==> config.mk <==
export PLATFORM = sky130hd
export DESIGN_NAME = rr_arb_4_flat
export DESIGN_NICKNAME = d
export VERILOG_FILES = /design/src/rtl/rr_arb_pkg.sv /design/src/rtl/rr_arb_4_if.sv /design/src/rtl/deco_2x4.sv /design/src/rtl/rr_pick.sv /design/src/rtl/rr_arb_4.sv /design/src/flat_wrapper.sv
export SDC_FILE = /design/constraint.sdc
export NUM_CORES = 1
export LEC_CHECK = 0
export CORE_MARGIN = 10
export CORE_UTILIZATION = 37
export CTS_BUF_LIST = sky130_fd_sc_hd__clkbuf_2 sky130_fd_sc_hd__clkbuf_4 sky130_fd_sc_hd__clkbuf_8
export DETAILED_ROUTE_END_ITERATION = 8
export SETUP_SLACK_MARGIN = 0.2
export SKIP_LAST_GASP = 1
export SYNTH_ARGS = -nofsm -noshare
export SYNTH_HDL_FRONTEND = slang
export SYNTH_SLANG_ARGS = --single-unit
==> constraint.sdc <==
create_clock -name clk -period 3.82 [get_ports clk]
set_clock_uncertainty 0.2 [all_clocks]
set_input_delay 1.146 -clock clk [delete_from_list [all_inputs] [get_ports clk]]
set_output_delay 1.146 -clock clk [all_outputs]
set_load 0.02 [all_outputs]
==> src/rtl/rr_arb_pkg.sv <==
// Shared types, constants and helpers for the four-requester round-robin arbiter.
package rr_arb_pkg;

    localparam int N_REQ = 4;

    // Two-state controller encoding, kept as plain constants so legacy
    // tooling that does not understand enums can still read the state.
    typedef logic [0:0] state_t;
    localparam state_t IDLE  = 1'b0;
    localparam state_t GRANT = 1'b1;

    // Pointer to the requester that follows 'id' in circular order.
    function automatic logic [1:0] next_ptr(input logic [1:0] id);
        return 2'((int'(id) + 1) % N_REQ);
    endfunction

endpackage

==> src/rtl/rr_arb_4_if.sv <==
// Requester/resource-side bundle of the round-robin arbiter.
interface rr_arb_4_if;
    import rr_arb_pkg::*;

    logic [N_REQ-1:0] req;
    logic             done;
    logic [N_REQ-1:0] gnt;
    logic [1:0]       gnt_id;
    logic             busy;
    logic             timeout;

    // Requester/test side drives requests and release, observes the grant.
    modport master (
        output req,
        output done,
        input  gnt,
        input  gnt_id,
        input  busy,
        input  timeout
    );

    // Arbiter side consumes requests and produces the grant.
    modport slave (
        input  req,
        input  done,
        output gnt,
        output gnt_id,
        output busy,
        output timeout
    );

endinterface

==> src/rtl/deco_2x4.sv <==
// Plain 2-to-4 one-hot decoder.
module deco_2x4 (
    input  logic [1:0] sel,
    output logic [3:0] y
);

    // Shift a single one into the selected position.
    always_comb begin
        y = 4'b0001 << sel;
    end

endmodule

==> src/rtl/rr_pick.sv <==
// Combinational circular priority picker: first set request at or after ptr.
module rr_pick
    import rr_arb_pkg::*;
(
    input  logic [N_REQ-1:0] req,
    input  logic [1:0]       ptr,
    output logic             valid,
    output logic [1:0]       win_id
);

    // Scan ptr, ptr+1, ... with 2-bit wraparound and keep the first hit.
    always_comb begin
        // NOTE: every output gets a default before the loop so no path leaves
        // it unassigned; otherwise synthesis would infer a latch.
        valid  = 1'b0;
        win_id = 2'd0;
        for (int i = 0; i < N_REQ; i++) begin
            logic [1:0] idx;
            idx = ptr + 2'(i);
            if (!valid && req[idx]) begin
                valid  = 1'b1;
                win_id = idx;
            end
        end
    end

endmodule

==> src/rtl/rr_arb_4.sv <==
// Four-requester round-robin arbiter with release-on-done, release-on-drop
// and an optional hold timeout. CNT_W must satisfy 2**CNT_W > MAX_HOLD.
module rr_arb_4
    import rr_arb_pkg::*;
#(
    parameter int MAX_HOLD = 16,
    parameter int CNT_W    = 5
) (
    input  logic       clk,
    input  logic       rst,
    rr_arb_4_if.slave  bus
);

    state_t             state;
    logic [1:0]         ptr;
    logic [CNT_W-1:0]   hold_cnt;
    logic [1:0]         gnt_id;
    logic               busy;
    logic               timeout;

    logic               pick_valid;
    logic [1:0]         pick_id;
    logic [N_REQ-1:0]   dec_id;

    logic               normal_rel;
    logic               forced_rel;

    rr_pick u_pick (
        .req    (bus.req),
        .ptr    (ptr),
        .valid  (pick_valid),
        .win_id (pick_id)
    );

    deco_2x4 u_deco (
        .sel (gnt_id),
        .y   (dec_id)
    );

    // Release conditions for the current owner, evaluated while granted.
    always_comb begin
        normal_rel = bus.done || !bus.req[gnt_id];
        forced_rel = (MAX_HOLD != 0) && (hold_cnt == CNT_W'(MAX_HOLD));
    end

    // Grant controller: pick in IDLE, hold/release in GRANT.
    always_ff @(posedge clk) begin
        // NOTE: state registers use non-blocking assignments so every flop
        // samples pre-edge values regardless of statement order.
        if (rst) begin
            state    <= IDLE;
            ptr      <= 2'd0;
            hold_cnt <= '0;
            gnt_id   <= 2'd0;
            busy     <= 1'b0;
            timeout  <= 1'b0;
        end else begin
            timeout <= 1'b0;
            case (state)
                IDLE: begin
                    if (pick_valid) begin
                        state    <= GRANT;
                        busy     <= 1'b1;
                        gnt_id   <= pick_id;
                        hold_cnt <= CNT_W'(1);
                    end
                end
                GRANT: begin
                    if (normal_rel || forced_rel) begin
                        state    <= IDLE;
                        busy     <= 1'b0;
                        hold_cnt <= '0;
                        ptr      <= next_ptr(gnt_id);
                        // A simultaneous normal release wins: no pulse.
                        timeout  <= forced_rel && !normal_rel;
                    end else if (hold_cnt != '1) begin
                        hold_cnt <= hold_cnt + CNT_W'(1);
                    end
                end
                default: begin
                    state <= IDLE;
                    busy  <= 1'b0;
                end
            endcase
        end
    end

    // Grant vector is the decoded owner, forced to zero when idle.
    always_comb begin
        bus.gnt = dec_id & {N_REQ{busy}};
    end

    assign bus.gnt_id  = gnt_id;
    assign bus.busy    = busy;
    assign bus.timeout = timeout;

endmodule

==> src/flat_wrapper.sv <==
// flat-port wrapper written by rule: the top's interface ports become plain ports
module rr_arb_4_flat import rr_arb_pkg::*;
#(
    parameter int MAX_HOLD = 16,
    parameter int CNT_W    = 5
)
  (clk, rst, bus_req, bus_done, bus_gnt, bus_gnt_id, bus_busy, bus_timeout);
  rr_arb_4_if bus_i ();
  input  logic clk;
  input  logic rst;
  input wire logic [$bits(bus_i.req)-1:0] bus_req;
  input wire logic [$bits(bus_i.done)-1:0] bus_done;
  output wire logic [$bits(bus_i.gnt)-1:0] bus_gnt;
  output wire logic [$bits(bus_i.gnt_id)-1:0] bus_gnt_id;
  output wire logic [$bits(bus_i.busy)-1:0] bus_busy;
  output wire logic [$bits(bus_i.timeout)-1:0] bus_timeout;
  assign bus_i.req = bus_req;
  assign bus_i.done = bus_done;
  assign bus_gnt = bus_i.gnt;
  assign bus_gnt_id = bus_i.gnt_id;
  assign bus_busy = bus_i.busy;
  assign bus_timeout = bus_i.timeout;
  rr_arb_4 #(.MAX_HOLD(MAX_HOLD), .CNT_W(CNT_W)) u_core (.clk(clk), .rst(rst), .bus(bus_i));
endmodule
# == After elaboration in Yosys (flattened, before gate mapping) ==
# Index checks and enable logic that the tools add are counted.
# totals
mem_count,0
ram_bits,0
out_inout_bits,8
word_cells,69
romBits,0
regBits,12
latchBits,0
in_bits,7
# op_classes
multipliers,0
shift,1
reduce_logical,16
mux,28
order_cmp,5
add_sub_neg,5
n_bitwise,3
div,0
eq_ne,5
# op_table
cell,count
"2-bit by 3-bit < comparator with 1-bit output, second input constant",5
5-bit two-way mux,3
1-bit two-way mux,13
1-bit binary-select mux with 2-bit select,5
5-bit case mux with 2 select lines,1
2-bit two-way mux,4
2-bit AND reduction,4
"5-bit by 1-bit adder with 5-bit output, second input constant",1
"5-bit == test, second input constant",1
1-bit zero test,5
"5-bit != test, second input constant",1
"2-bit by 1-bit adder with 2-bit output, second input constant",2
"2-bit adder, second input constant",2
4-bit AND,1
1-bit logical AND,4
1-bit case mux with 2 select lines,2
"1-bit by 2-bit << shifter with 4-bit output, first input constant",1
"3-bit != test, second input constant",1
3-bit OR reduction,1
1-bit logical OR,2
"2-bit by 1-bit != test with 1-bit output, second input constant",1
"2-bit != test, second input constant",1
1-bit NOT,2

# == Depth between registers and ports, before layout ==
# Gate-level depths: netlist of run 1.
# logic_depth
word_depth,14
mapped_depth,7
mapped_depth_nobuf,7

# == Hierarchy ==
# Synthesis of run 1 repeated with hierarchy kept, for this count alone.
# unflattened
cells_unflattened,98
area_unflattened_um2,802.0
# by_module_without_submodules
module,area_each_um2,seq_area_each_um2,cells_per_inst,instances
rr_arb_4,698.2,240.2,79,1
rr_pick,77.6,0.0,15,1
deco_2x4,26.3,0.0,4,1

# == Least setup slack after synthesis of run 1 ==
# Ideal clock, no wire load.
# synth_timing
path_type,input to register
from,in bus_req[3]
to,reg u_core.hold_cnt[3]
path_stages,4
setup_time_ns,0.112
required_time_ns,3.508
slack_ns,0.966
path_buffers,0
arrival_time_ns,2.542
path_cell_list,mux4_2 and3_4 or4_1 a2111oi_1
# synth_via
elab_chain_cells,14
elab_cells_between_ends,28
classes_between,2 x eq/ne; 16 x mux; 10 x reduce/logical
# synth_rtl
item,line,text
from (decl),flat_wrapper.sv:11,input wire logic [$bits(bus_i.req)-1:0] bus_req;
1-bit binary-select mux with 2-bit select,rr_pick.sv:20,if (!valid && req[idx]) begin
1-bit two-way mux (not written as such),rr_pick.sv:20,
1-bit two-way mux,rr_pick.sv:20,
1-bit zero test,rr_pick.sv:20,
1-bit logical AND,rr_pick.sv:20,
1-bit two-way mux,rr_pick.sv:20,
1-bit zero test,rr_pick.sv:20,
1-bit logical AND,rr_pick.sv:20,
1-bit two-way mux,rr_pick.sv:20,
1-bit zero test,rr_pick.sv:20,
1-bit logical AND,rr_pick.sv:20,
1-bit two-way mux,rr_pick.sv:20,
2-bit by 1-bit != test with 1-bit output (no source line),--,
2-bit AND reduction (no source line),--,
to (signal assigned),rr_arb_4.sv:77,hold_cnt <= hold_cnt + CNT_W'(1);
to (decl),rr_arb_4.sv:16,logic [CNT_W-1:0] hold_cnt;
# Parallel ways exist; a longest one is shown, timed or not. The select of a mux whose other input is x is not followed.
# A chain may end at the register's enable or synchronous reset.

# == Worst setup path in the final report of run 1 ==
# layout_timing
from,in bus_req[1]
to,reg u_core.hold_cnt[3]
# The elaborated chain is that of the path after synthesis.

==> results of run 1 <==
-- per-stage QoR --
stage	power (uW)	setup slack, ns
floorplan	181.6	0.9662
global placement	209.0	0.4156
detailed placement	209.9	0.3722
CTS	289.6	0.6518
global route	303.1	0.5521
finish	286.1	0.6506
-- worst min-delay path: stages, from the launching register on --
cell and delay (ns):
dfxtp_1 0.33, o31ai_1 0.07, a2111oi_1 0.07
-- metal layers --
| metal | track usage, % | routed length [um] | share of wire [%] | up-vias |
|---|---|---|---|---|
| li1 | - | - | - | 355 |
| met1 | 11.65 | 917 | 52 | 338 |
| met2 | 12.80 | 753 | 43 | 13 |
| met3 | 1.356 | 57 | 3.2 | 2 |
| met4 | 5.615 | 28 | 1.6 | 0 |
| met5 | 0 | 0 | 0 | - |
-- flip-flops by register name (all words and copies together), names as in the netlist --
| signal | count |
|---|---|
| u_core.state | 1 |
| u_core.hold_cnt | 5 |
| u_core.ptr | 2 |
| u_core.bus.timeout | 1 |
| u_core.bus.gnt_id | 2 |
| u_core.bus.busy | 1 |
-- placed cells by master (no fill, tap or decap), types with 2 or more instances in the layout --
cell type / netlist / layout
clkbuf_4: 0 / 3
nand2_1: 4 / 4
a21oi_1: 7 / 7
and2_1: 5 / 5
nor3_1: 3 / 3
o21ai_0: 3 / 3
clkdlybuf4s50_1: 0 / 14
inv_1: 8 / 8
nor2b_1: 3 / 3
ha_1: 7 / 7
dfxtp_1: 12 / 12
nand3_1: 2 / 2
a31oi_1: 2 / 2
mux2i_1: 2 / 2
nand4b_1: 2 / 2
nor2_1: 6 / 6
-- cell type report --
class | instances | area [um^2]
fill | 231 | 1011
timing repair buffer | 14 | 140.1
inverter | 8 | 30.03
multi-input combinational | 67 | 484.2
clock buffer | 3 | 22.52
sequential | 12 | 240.2
tap | 27 | 33.78
-- kinds of logic after synthesis --
family                   Yosys count
buffers and inverters             10
AND/OR/NAND/NOR                   36
multiplexers                       3
flip-flops                        12
AO/OA/AOI/OAI                     21
adder cells (fa/ha/maj)            7
-- report_power, final --
group	leakage (uW)	internal [uW]	switching, uW	total (uW)
registers	0.0000982	132	10.1	142
logic	0.000253	31.3	32.9	64.2
clock network	0.0000138	36.5	43.3	79.7
-- worst paths after layout --
kind	to	slack, ns	depth (start not counted)
setup / recovery	u_core.hold_cnt[3]$_SDFFE_PP0P_	0.65	5
hold reg to reg	u_core.hold_cnt[3]$_SDFFE_PP0P_	0.32	2
setup reg to reg	u_core.hold_cnt[3]$_SDFFE_PP0P_	1.32	7
hold / removal	u_core.hold_cnt[3]$_SDFFE_PP0P_	0.32	2
==> flow_metrics.tcl, run 1 <==
set metrics [dict create \
    finalHoldViolCount 0 \
    antenna_found_initial 0 \
    postCtsSetupBuffers 0 \
    regToRegStartpoint "u_core.hold_cnt[0]$_SDFFE_PP0P_" \
    die_h_um 65.38 \
    cts_tree "done" \
    cp_max_fo 6 \
    synth-simple-area-share_pct 28.41 \
    synth.distinct_cells 36 \
    async_flop_share_pct 0 \
    postRouteAntennaNets 0 \
    core_mm2 0.001962 \
    cts_resized 0 \
    syn_avg_cell_area_um2 8.562 \
    num_io_pins 15 \
    wire_per_inst_um 13.41 \
    maxCapViolCount 0 \
    crit_path_end_kind "flop" \
    fin_util_pct 48.47 \
    cts_max_path_buffers 2 \
    io_buffers 14 \
    critPathBufInv 1 \
    grt_usage_pct 8.784 \
    stdcell_area_um2 950.9 \
    grt_start_max_net_pins 13 \
    cp_top_family "simple AND/OR/NAND/NOR gates" \
    power_leakage_uw 0.0003646 \
    worstPathCellList "clkdlybuf4s50_1 -> mux4_2 -> and3_4 -> or4_1 -> a2111oi_1" \
    ir_worst_vdd_v 0.0001714 \
    worstHoldStart "u_core.hold_cnt[3]$_SDFFE_PP0P_" \
    fmax_mhz 315.5 \
    cts_buffers 3 \
    clock_latency_ns 0.27 \
    ys_ff_latch 12 \
    synth_xor_area_share_pct 0 \
    routed_wl_um 1757 \
    htreeDepth 1 \
    finalSetupViolCount 0 \
    grt_pass1_vias 683 \
    clock_sinks 12 \
    muxShareOfSynthArea_pct 5.583 \
    cpPeakStageDelay_ns 0.54 \
    slowest_stage "mux4_2" \
    synth.most_common_cell "dfxtp_1" \
    period_minus_slack_ns 3.169 \
    syn_area_um2 762.0 \
    synth_area_leaders "dfxtp_1, ha_1, a21oi_1" \
    synth_top_area_share_pct 31.53 \
    gp_congestion 0.8256 \
    nets 120 \
    rsz0062_at_grt "false" \
    final_cells 131 \
    synth_adder_area_share_pct 11.49 \
    hold_class "reg2reg" \
    tightest_slew_ns 0.5602 \
    initial_core_util_pct 38.84 \
    crit_start "bus_req[1]" \
    drive_gt1_share_pct 7.692 \
    synth_compound_area_share_pct 18.06 \
    grt_overflow 0 \
    dieWidth_um 65.38 \
    num_rows 16 \
    syn-num-nets 103 \
    clk_pin_slew_ns 0.07 \
    slew_viol_final 0 \
    dpl.hpwl_um 1374 \
    synth_edf_count 0 \
    yosys_most_used_dff "dfxtp_1" \
    start_kind "input pin" \
    fin_crit_sh_pct 82.97 \
    viasPerCell 5.405 \
    area_delta_synth_final_pct 24.79 \
    synth_warnings 0 \
    synth_top_area_cell "dfxtp_1" \
    slew_headroom_pct 62.31 \
    firstDrtPassIters 4 \
    yosysSeqAreaShare_pct 31.53 \
    ctsHoldBuffers 0 \
    vias 708 \
    whs_ns 0.3195 \
    p_per_area_mw_per_mm2 300.9 \
    placed_cells 128 \
    cp_data_arrival_time_ns 3.13 \
    cp.required_ns 3.78 \
    cts.root.buffer_cell "clkbuf_4" \
    synth_top_family_by_area "simple AND/OR/NAND/NOR gates" \
    route.detailed.drc 0 \
    synthTopCellsByCount "dfxtp_1, inv_1, a21oi_1, ha_1, nor2_1" \
    crit_type "in2reg" \
    die-area_mm2 0.004275 \
    grt_pass1_wl_um 3084 \
    tns_ns 0 \
    n_antenna_cell 0 \
    syn_inst 89 \
    placed_area_um2 928.4 \
    outcome "finished clean" \
    drt_iter0_drc 12 \
]
Power figures use the tool's default switching activity.
==> run 2, diff against run 1 <==
Clock period 3.82 ns to 2.8 ns, I/O delays scaled along.
==> flow_metrics.tcl, run 2 (synthesis results as in run 1) <==
set metrics [dict create \
    fin_util_pct 55.10 \
    num_rows 16 \
    r2r_setup_slack_ns 0.33 \
    grt_usage_pct 10.06 \
    cts_tree "done" \
    hold_end "u_core.bus.gnt_id[0]$_SDFFE_PP0P_" \
    n_antenna_cell 0 \
    tightest_slew_ns 0.4100 \
    io_buffers 14 \
    place_ws_ns -0.2226 \
    htreeDepth 1 \
    grt_pass1_vias 801 \
    maxCapViolCount 0 \
    reg2regPathDepth 7 \
    worstPathCellList "dlygate4sd2_1 -> mux4_2 -> and3_4 -> or4_4 -> a2111oi_4" \
    finalSetupViolCount 0 \
    cts_buffers 3 \
    cp_max_fo 2 \
    routed_wl_um 2001 \
    drt_iter0_drc 17 \
    cts.root.buffer_cell "clkbuf_4" \
    core_mm2 0.001962 \
    regArea_um2 244.0 \
    largest_register_ff_count 5 \
    placed_cells 141 \
    period_minus_slack_ns 2.557 \
    outcome "finished clean" \
    whs_path_depth 2 \
    slew_headroom_pct 71.96 \
    final_common_cell "buf_4" \
    cp_data_arrival_time_ns 2.54 \
    num_io_pins 15 \
    postRouteAntennaNets 0 \
    vias 773 \
    ir_worst_vdd_v 0.0001998 \
    p_per_area_mw_per_mm2 406.7 \
    hold_class "reg2reg" \
    die-area_mm2 0.004275 \
    fin_crit_sh_pct 91.33 \
    tns_ns 0 \
    initial_core_util_pct 38.84 \
    rsz0062_at_grt "false" \
    rr_endpoint "u_core.hold_cnt[3]$_SDFFE_PP0P_" \
    layout_setup_ws_ns 0.2426 \
    top_register "u_core.hold_cnt" \
    multi_input_area_um2 505.5 \
    dieWidth_um 65.38 \
    ctsHoldBuffers 0 \
    slew_viol_final 0 \
    grt_pass1_wl_um 3346 \
    final_cells 145 \
    slowest_stage "or4_4" \
    route.detailed.drc 0 \
    firstDrtPassIters 4 \
    die_h_um 65.38 \
    gp_congestion 0.8456 \
    clk_pin_slew_ns 0.08 \
    drive_gt1_share_pct 22.88 \
    fillers 218 \
    antenna_found_initial 0 \
    power_leakage_uw 0.0004778 \
    worstHoldStart "u_core.bus.gnt_id[0]$_SDFFE_PP0P_" \
    grt_start_max_net_pins 9 \
    start_kind "input pin" \
    crit_type "in2reg" \
    fmax_mhz 391.0 \
    finalPower_uw 439.6 \
    finalHoldViolCount 0 \
    dpl.hpwl_um 1593 \
    cpPeakStageDelay_ns 0.52 \
    viasPerCell 5.331 \
    clock_sinks 12 \
    area_delta_synth_final_pct 41.87 \
    reg_top3 "u_core.hold_cnt: 5 flops, u_core.bus.gnt_id: 2 flops, u_core.ptr: 2 flops" \
    wire_per_inst_um 13.80 \
    crit_path_end_kind "flop" \
    cp.required_ns 2.79 \
    clock_latency_ns 0.28 \
    layout_common_cells "buf_4, dfxtp_1, inv_1" \
    grt_overflow 0 \
    cts_max_path_buffers 2 \
    nets 133 \
    regToRegStartpoint "u_core.hold_cnt[0]$_SDFFE_PP0P_" \
]
run 2: stage by stage:
step                instance area, um^2  hold slack, ns
floorplan                         762.0          0.2646
global placement                   1026          0.2946
detailed placement                 1026          0.3046
CTS                                1077          0.3128
global route                       1081          0.3394
finish                             1081          0.3065
run 2: area by class of cell:
cell class              instances  share of cell area (%)
clock buffers                   4                   3.356
inverters                       8                   2.778
multi-input cells              67                   46.76
flip-flops and latches         12                   22.57
well taps                      27                   3.125
repair buffers                 27                   21.41
run 2: layer usage:
| layer | vias up | routed length [um] | GRT usage [%] |
|---|---|---|---|
| li1 | 384 | - | - |
| met1 | 365 | 785 | 9.519 |
| met2 | 16 | 1069 | 17.68 |
| met3 | 8 | 48 | 1.695 |
| met4 | 0 | 97 | 10.16 |
| met5 | - | 0 | 0 |
run 2: how the worst max path moves through the flow:
stage	startpoint	depth (start not counted)	slack, ns	to
2_1_floorplan	bus_req[3]	4	0.25	u_core.hold_cnt[3]$_SDFFE_PP0P_
3_3_place_gp	bus_req[3]	5	-0.16	u_core.hold_cnt[3]$_SDFFE_PP0P_
3_5_place_dp	bus_req[3]	5	-0.22	u_core.hold_cnt[3]$_SDFFE_PP0P_
4_1_cts	u_core.bus.gnt_id[1]$_SDFFE_PP0P_	3	0.21	bus_gnt[3]
5_1_grt	bus_req[0]	5	0.22	u_core.hold_cnt[3]$_SDFFE_PP0P_
6_report	bus_req[3]	5	0.24	u_core.hold_cnt[3]$_SDFFE_PP0P_
run 2: worst max-delay path: cells and delay by family:
family / cells / cell delay [ns]
buffers and inverters: 1 / 0.24
multiplexers: 1 / 0.48
AND/OR/NAND/NOR: 2 / 0.69
AO/OA/AOI/OAI: 1 / 0.29
run 2: power by group:
group          leakage, uW  total (uW)  switching, uW  internal, uW
combinational     0.000358         103           51.1          51.8
sequential       0.0000991         194           13.3           181
clock            0.0000210         142           63.2          79.1
total             0.000478         440            128           312
run 2: repair_timing:
item,CTS,global route
buffers inserted,0,0
endpoints found under the hold margin,0,0
resized for setup,12,2
endpoints found under the setup margin,5,2
pin swaps,2,0
